==> src/rtl/spi_tx_fifo.sv <==
// Byte-wide first-word-fall-through transmit FIFO fed by core MMIO stores and
// drained by the SPI serializer, with a pollable status/control register.
module spi_tx_fifo #(
   parameter int          DEPTH       = 8,
   parameter logic [31:0] DATA_ADDR   = 32'h8000_0000,
   parameter logic [31:0] STATUS_ADDR = 32'h8000_0004
) (
   input  logic        clk,
   input  logic        rst,
   input  logic [31:0] mem_bus_addr,
   input  logic [31:0] mem_bus_data,
   input  logic        mem_bus_write_en,
   input  logic        mem_bus_read_en,
   input  logic [3:0]  mem_bus_data_mask,
   output logic [7:0]  status_data,
   output logic        status_valid,
   output logic [7:0]  tx_data,
   output logic        tx_valid,
   input  logic        tx_ready
);

   localparam int AW = $clog2(DEPTH);
   localparam int CW = AW + 1;

   logic [7:0]    mem_q [DEPTH];
   logic [AW-1:0] rd_ptr_q, rd_ptr_d;
   logic [AW-1:0] wr_ptr_q, wr_ptr_d;
   logic [CW-1:0] count_q, count_d;
   logic          ovf_q, ovf_d;

   logic push_req, ctrl_wr, flush, clr_ovf, pop, full, empty, push_ok;

   assign full     = (count_q == CW'(DEPTH));
   assign empty    = (count_q == '0);
   assign push_req = mem_bus_write_en && (mem_bus_addr == DATA_ADDR) && mem_bus_data_mask[0];
   assign ctrl_wr  = mem_bus_write_en && (mem_bus_addr == STATUS_ADDR);
   assign flush    = ctrl_wr && mem_bus_data[1];
   assign clr_ovf  = ctrl_wr && mem_bus_data[0];
   // A flush discards the head, so a same-cycle handshake is not a pop.
   assign pop      = tx_valid && tx_ready && !flush;
   assign push_ok  = push_req && (!full || pop);

   always_comb begin
      rd_ptr_d = rd_ptr_q;
      wr_ptr_d = wr_ptr_q;
      count_d  = count_q;
      ovf_d    = ovf_q;
      if (flush) begin
         rd_ptr_d = '0;
         wr_ptr_d = '0;
         count_d  = '0;
      end else begin
         if (pop)     rd_ptr_d = rd_ptr_q + AW'(1);
         if (push_ok) wr_ptr_d = wr_ptr_q + AW'(1);
         case ({push_ok, pop})
            2'b10:   count_d = count_q + CW'(1);
            2'b01:   count_d = count_q - CW'(1);
            default: count_d = count_q;
         endcase
      end
      if (push_req && !push_ok) ovf_d = 1'b1;
      if (clr_ovf)              ovf_d = 1'b0;
   end

   always_ff @(posedge clk) begin
      if (rst) begin
         rd_ptr_q <= '0;
         wr_ptr_q <= '0;
         count_q  <= '0;
         ovf_q    <= 1'b0;
      end else begin
         rd_ptr_q <= rd_ptr_d;
         wr_ptr_q <= wr_ptr_d;
         count_q  <= count_d;
         ovf_q    <= ovf_d;
      end
   end

   // Storage is not reset; stale entries are never visible past the pointers.
   always_ff @(posedge clk) begin
      if (push_ok) mem_q[wr_ptr_q] <= mem_bus_data[7:0];
   end

   assign tx_valid = !empty;
   assign tx_data  = tx_valid ? mem_q[rd_ptr_q] : 8'h00;

   assign status_valid = mem_bus_read_en && (mem_bus_addr == STATUS_ADDR);
   assign status_data  = status_valid ? {4'(count_q), 1'b0, ovf_q, full, empty} : 8'h00;

   logic unused_bits;
   assign unused_bits = ^{mem_bus_data[31:8], mem_bus_data_mask[3:1]};

endmodule

==> config.mk <==
export PLATFORM = sky130hd
export DESIGN_NAME = spi_tx_fifo
export DESIGN_NICKNAME = d
export VERILOG_FILES = /design/src/rtl/spi_tx_fifo.sv
export SDC_FILE = /design/constraint.sdc
export NUM_CORES = 1
export LEC_CHECK = 0
export BUFFER_PORTS_ARGS = -buffer_cell sky130_fd_sc_hd__clkbuf_2
export CELL_PAD_IN_SITES_DETAIL_PLACEMENT = 1
export CELL_PAD_IN_SITES_GLOBAL_PLACEMENT = 2
export CORE_MARGIN = 3
export CORE_UTILIZATION = 36
export DETAILED_ROUTE_END_ITERATION = 10
export PLACE_DENSITY_LB_ADDON = 0.1
export SYNTH_ARGS = -nofsm -noshare
export SYNTH_HDL_FRONTEND = slang
export SYNTH_SLANG_ARGS = --single-unit
export TNS_END_PERCENT = 5
==> constraint.sdc <==
create_clock -name clk -period 3.7 [get_ports clk]
set_clock_uncertainty 0.15 [all_clocks]
set_input_delay 0.74 -clock clk [delete_from_list [all_inputs] [get_ports clk]]
set_output_delay 0.74 -clock clk [all_outputs]
set_load 0.02 [all_outputs]
# Word-level counts from Yosys, hierarchy flattened
# Memory sizes are Yosys's and may differ from the RTL's. A register that Yosys moved wholly into a read port is not among the register bits.
# Index checks and enable logic that the tools add are counted.
dict set report op_classes {
  eq_ne 5
  mux 7
  n_reduce_logical 19
  n_bitwise 0
  magnitude_cmp 0
  shifts 0
  n_div 0
  add_sub_neg 4
  multipliers 0
}
# operator n
set ops {}
lappend ops {{equality test 32 bit (second input constant)} 2}
lappend ops {{two-way mux 8 bit} 2}
lappend ops {{logical AND 1 bit} 10}
lappend ops {{one-hot mux 4 bit (2 select lines)} 1}
lappend ops {{adder 3 x 1 -> 3 bit (second input constant)} 2}
lappend ops {{two-way mux 3 bit} 2}
lappend ops {{adder 4 x 1 -> 4 bit (second input constant)} 1}
lappend ops {{equality test 4 bit (second input constant)} 1}
lappend ops {{logical NOT 1 bit} 4}
lappend ops {{logical NOT 4 bit} 1}
lappend ops {{OR reduction 2 bit} 2}
lappend ops {{subtractor 4 x 1 -> 4 bit (second input constant)} 1}
lappend ops {{equality test 2 x 1 -> 1 bit (second input constant)} 1}
lappend ops {{equality test 2 bit (second input constant)} 1}
lappend ops {{two-way mux 1 bit} 2}
lappend ops {{nonzero test 2 bit} 1}
lappend ops {{logical OR 1 bit} 1}
dict set report totals {
  latchBits 0
  regBits 11
  inputBits 73
  mem_bits_rw 64
  n_memories 1
  mem_bits_ro 0
}
# memory depth width rd rd_ports_with_merged_regs wr line
set memory_table {}
lappend memory_table {mem_q 8 8 1 1 1 25} ;# logic [7:0] mem_q [DEPTH];

# Depth between registers and ports, before layout
dict set report logic_depth {
  word_depth 9
  depth_mapped 10
  mapped_depth_nobuf 10
}

# Worst setup path after synthesis
# Ideal clock, no wire load.
dict set report synth_timing {
  kind {in2reg}
  startpoint {in mem_bus_addr[25]}
  endpoint {mem mem_q[0][0] (enable)}
  n_path_buf 0
  arrival_time_ns 2.558
  stages 5
  setup_slack_ns 0.597
  cell_sequence {nor4_2 > nand4_2 > nor3_1 > nand2_1 > nor4_1}
}
dict set report synth_between {
  elab_chain_cells 9
  elab_cells_between_ends 12
  cone_classes {eq/ne (2); mux (2); reduce/logical (8)}
}
# element line
set synth_rtl {}
lappend synth_rtl {{start: declaration} 10} ;# input logic [31:0] mem_bus_addr,
lappend synth_rtl {{equality test 32 bit} 36} ;# assign ctrl_wr = mem_bus_write_en && (mem_bus_addr == STATUS_ADDR);
lappend synth_rtl {{logical AND 1 bit} 36}
lappend synth_rtl {{logical AND 1 bit} 37} ;# assign flush = ctrl_wr && mem_bus_data[1];
lappend synth_rtl {{logical NOT 1 bit} 40} ;# assign pop = tx_valid && tx_ready && !flush;
lappend synth_rtl {{logical AND 1 bit} 40}
lappend synth_rtl {{logical OR 1 bit} 41} ;# assign push_ok = push_req && (!full || pop);
lappend synth_rtl {{logical AND 1 bit *} 41}
lappend synth_rtl {{two-way mux 1 bit *} 81} ;# if (push_ok) mem_q[wr_ptr_q] <= mem_bus_data[7:0];
lappend synth_rtl {{two-way mux 1 bit (implied by the code) *} 81}
lappend synth_rtl {{end: declaration} 25}
# Mark *: on every way between the ends. The rest lies on a longest branch, timed or not.

# Worst setup path in the final report
dict set report layout_timing {
  startpoint {in mem_bus_addr[29]}
  endpoint {out status_data[1]}
}
dict set report layout_between {
  elab_chain_cells 3
}
# element line
set layout_rtl {}
lappend layout_rtl {{equality test 32 bit} 87} ;# assign status_valid = mem_bus_read_en && (mem_bus_addr == STATUS_ADDR);
lappend layout_rtl {{logical AND 1 bit} 87}
lappend layout_rtl {{two-way mux 8 bit} 88} ;# assign status_data = status_valid ? {4'(count_q), 1'b0, ovf_q, full, empty} : 8'h00;
lappend layout_rtl {{end: declaration} 15} ;# output logic [7:0] status_data,
# Every way passes these cells.

==> key figures <==
Clock network
  • Root buf cell: clkbuf_8
  • Cells resized by post-CTS repair: 0
  • Post-CTS Setup Inserts: 0
  • Clock-pin transition on the worst setup and hold timing paths: 0.08 ns
  • CTS tree: done
  • H-tree lvl count: 3
  • Worst-skew pair later-pin latency: 0.33 ns
  • Post-CTS Hold Buffers: 0
  • Clock sink count: 78
  • CTS Buffer Depth: 2
  • CTS buffer count: 9

Routing
  • Final wirelength: 7950 um
  • DR WL/cell: 18.3 um
  • Via-to-Cell Ratio: 5.09
  • Vias: 2,215
  • DRC violations left: 0
  • Detailed Route Iter0 Violations: 84
  • DRT Pass-1 Iters: 4
  • Post-route ant nets: 0

Worst setup path
  • CP max FO: 8
  • Crit path largest cell delay: 0.35 ns
  • Worst path most repeated cell: clkbuf_2
  • Required @ worst endpoint: 2.81 ns
  • Crit path max-delay cell type: nor4b_2
  • Crit path buf inv count: 2
  • Crit path DAT: 2.21 ns
  • Worst r2r src: count_q[1]
  • Critical Path Start: mem_bus_addr[29]
  • CP endpoint kind: output port
  • CP top delay family: simple AND/OR/NAND/NOR gates
  • Worst-path cell chain: clkbuf_2 -> nor4b_2 -> nand4_2 -> nor2_1 -> and3_1 -> and2_1 -> clkbuf_2
  • Critical setup path kind: input port to output port
  • CP Launch Type: input port

Floorplan
  • Die ar.: 0.0110 mm2
  • Initial Util: 37.5%
  • Core Area: 0.00937 mm2
  • Cell Rows: 35
  • Die height: 105 um
  • Die X: 105 um
  • Ports: 91

Pwr
  • Int Pwr: 0.00148 W
  • Psw: 0.000683 W
  • Sequential share of power: 47.2%
  • Sw Ratio: 31.6%
  • Pleak: 1.48 nW
  • Logic pwr share: 26.4%
  • Peak supply drop: 0.312 mV
  • Power per standard cell area: 515 mW/mm2
  • Total power: 0.00216 W
  • Clock network power share: 26.4%

Layout
  • Most frequent cells in the layout: 64 x edfxtp_1, 62 x clkbuf_2, 16 x nor2_1, 16 x mux4_2, 14 x dfxtp_1
  • Finished Layout Cells: 435
  • Area grow syn2layout: 19.6%
  • Most common cell after layout, fill and taps aside: edfxtp_1
  • Multi-input gate area: 0.00124 mm2
  • Fillers: 1,005
  • Reg area: 0.00220 mm2
  • Layout Nets: 379
  • Share of layout cells above drive strength 1: 40.2%
  • Ant diodes: 0

Yosys
  • Largest cells by area after synthesis: edfxtp_1 55%, mux4_2 10%, dfxtp_1 8.0%
  • Average cell area after synthesis: 15.5 um2
  • Number of flops mapped to enable cells by yosys: 64
  • Commonest register cell after synthesis: edfxtp_1
  • Leading area contributor after synthesis: edfxtp_1
  • Post-synthesis register bit count: 78
  • Distinct cells, synth: 47
  • Seq/Total Area, Yosys: 62.7%
  • Top cell type's share of synthesized area: 54.7%
  • Synthesized area: 0.00351 mm2
  • Synth Warn #: 0
  • Ys async rst share: 0%
  • Syn Nets: 304
  • Cells after Synth: 226

STA
  • RSZ-0062 raised after global routing: false
  • Hold Vio Cnt, Final: 0
  • Period minus WS final: 3.10 ns
  • # setup viols final: 0
  • Fmax: 323 MHz
  • Final Cycle Share: 83.8%
  • Setup WS post-layout: 0.600 ns
  • Worst slew pin tran: 0.834 ns
  • Rel. slew slack: 43.9%
  • Final Max Tran Viols: 0
  • Fin Setup TNS: 0 ns

Global routing
  • Pin count of the biggest net entering global routing: 17
  • First-pass GRT wire length: 12,800 um
  • Vias in the first global route: 2,411
  • Initial antenna violation count: 0
  • GRT Overall Usage: 15.1%
  • Grt total ovfl: 0

Job
  • MaxCap Viol Count: 0

Placement
  • Post-DP HPWL: 5830 um
  • Global placement routability congestion: 0.695
  • Port bufs: 62
  • Placed Instances: 419
  • Placement Setup Slack: 0.406 ns

Hold path
  • Hold Startpoint: rd_ptr_q[1]
  • Worst min path class: register to register

Run status
  • Outcome: complete, no violations
registers in the layout, indices dropped and copies added (netlist names), named ones only:
signal    count
wr_ptr_q      3
rd_ptr_q      3
mem_q        64
count_q       4
ovf_q         1
routing by layer:
metal	routed length [um]	track usage, %	up-vias
met5	0	0	-
met1	3470	18.8	1123
met2	4230	27.1	38
li1	-	-	1046
met4	65	3.09	0
met3	187	3.40	8
power groups by stage:
stage	registers [W]	clock network, W	logic [W]
2_1_floorplan	0.00101	0	0.000414
3_3_place_gp	0.00104	0	0.000571
3_5_place_dp	0.00104	0	0.000584
4_1_cts	0.00102	0.000590	0.000585
5_1_grt	0.00103	0.000629	0.000637
6_report	0.00102	0.000570	0.000571
path summary, 6_finish.rpt:
kind	endpoint	slack [ns]	depth (start not counted)
setup / recovery	status_data[1]	0.60	7
hold / removal	register	0.35	2
setup reg to reg	count_q[3]	1.06	9
hold reg to reg	register	0.35	2
cell usage after synthesis, types with 2 or more instances:
cell,count
buf_2,2
xnor2_1,2
buf_1,2
o31ai_1,2
nand3_1,5
clkbuf_8,2
nand2b_1,2
a31oi_1,2
and4_1,2
mux2i_1,8
mux4_2,16
nor2_1,16
nor4_4,4
ha_1,4
nand3b_1,3
o21ai_0,4
o41ai_2,2
a21oi_1,7
a211oi_1,2
nor4_1,3
clkbuf_1,2
nand4_2,2
nand2_1,11
edfxtp_1,64
inv_1,5
or3_1,2
nor4_2,2
and2_1,7
nor3_1,8
and3_1,3
dfxtp_1,14
area by class of cell:
| class | instances | area share [%] |
|---|---|---|
| clock buffer | 9 | 2.95 |
| sequential | 78 | 52.4 |
| clock inverter | 7 | 1.31 |
| multi-input combinational | 133 | 29.5 |
| inverter | 5 | 0.447 |
| tap | 129 | 3.84 |
| timing repair buffer | 74 | 9.53 |
tightest hold or removal path, stage by stage (launching register included):
cell     delay [ns]
dfxtp_1        0.32
nand2_1        0.05
a21oi_1        0.08
per-stage QoR:
stage,cell area (um2),hold slack [ns],utilization (%)
3_5_place_dp,4020,0.346,42.9
5_1_grt,4200,0.381,44.8
6_report,4200,0.353,44.8
2_1_floorplan,3510,0.299,-
3_3_place_gp,4020,0.330,42.9
4_1_cts,4200,0.359,44.8
kinds of logic (layout without fill, tap and decap cells):
kind of cell / Yosys count / count (layout) / share of synthesized area [%]
fa+ha+maj: 5 / 5 / 1.99
compound gates: 24 / 24 / 4.99
flops: 78 / 78 / 62.7
other cells: 1 / 1 / 0.107
mux: 25 / 25 / 12.9
buf+inv: 15 / 95 / 2.39
xor+xnor: 3 / 3 / 0.748
simple gates: 75 / 75 / 14.2
No activity file was read; power rests on OpenSTA's default activity.
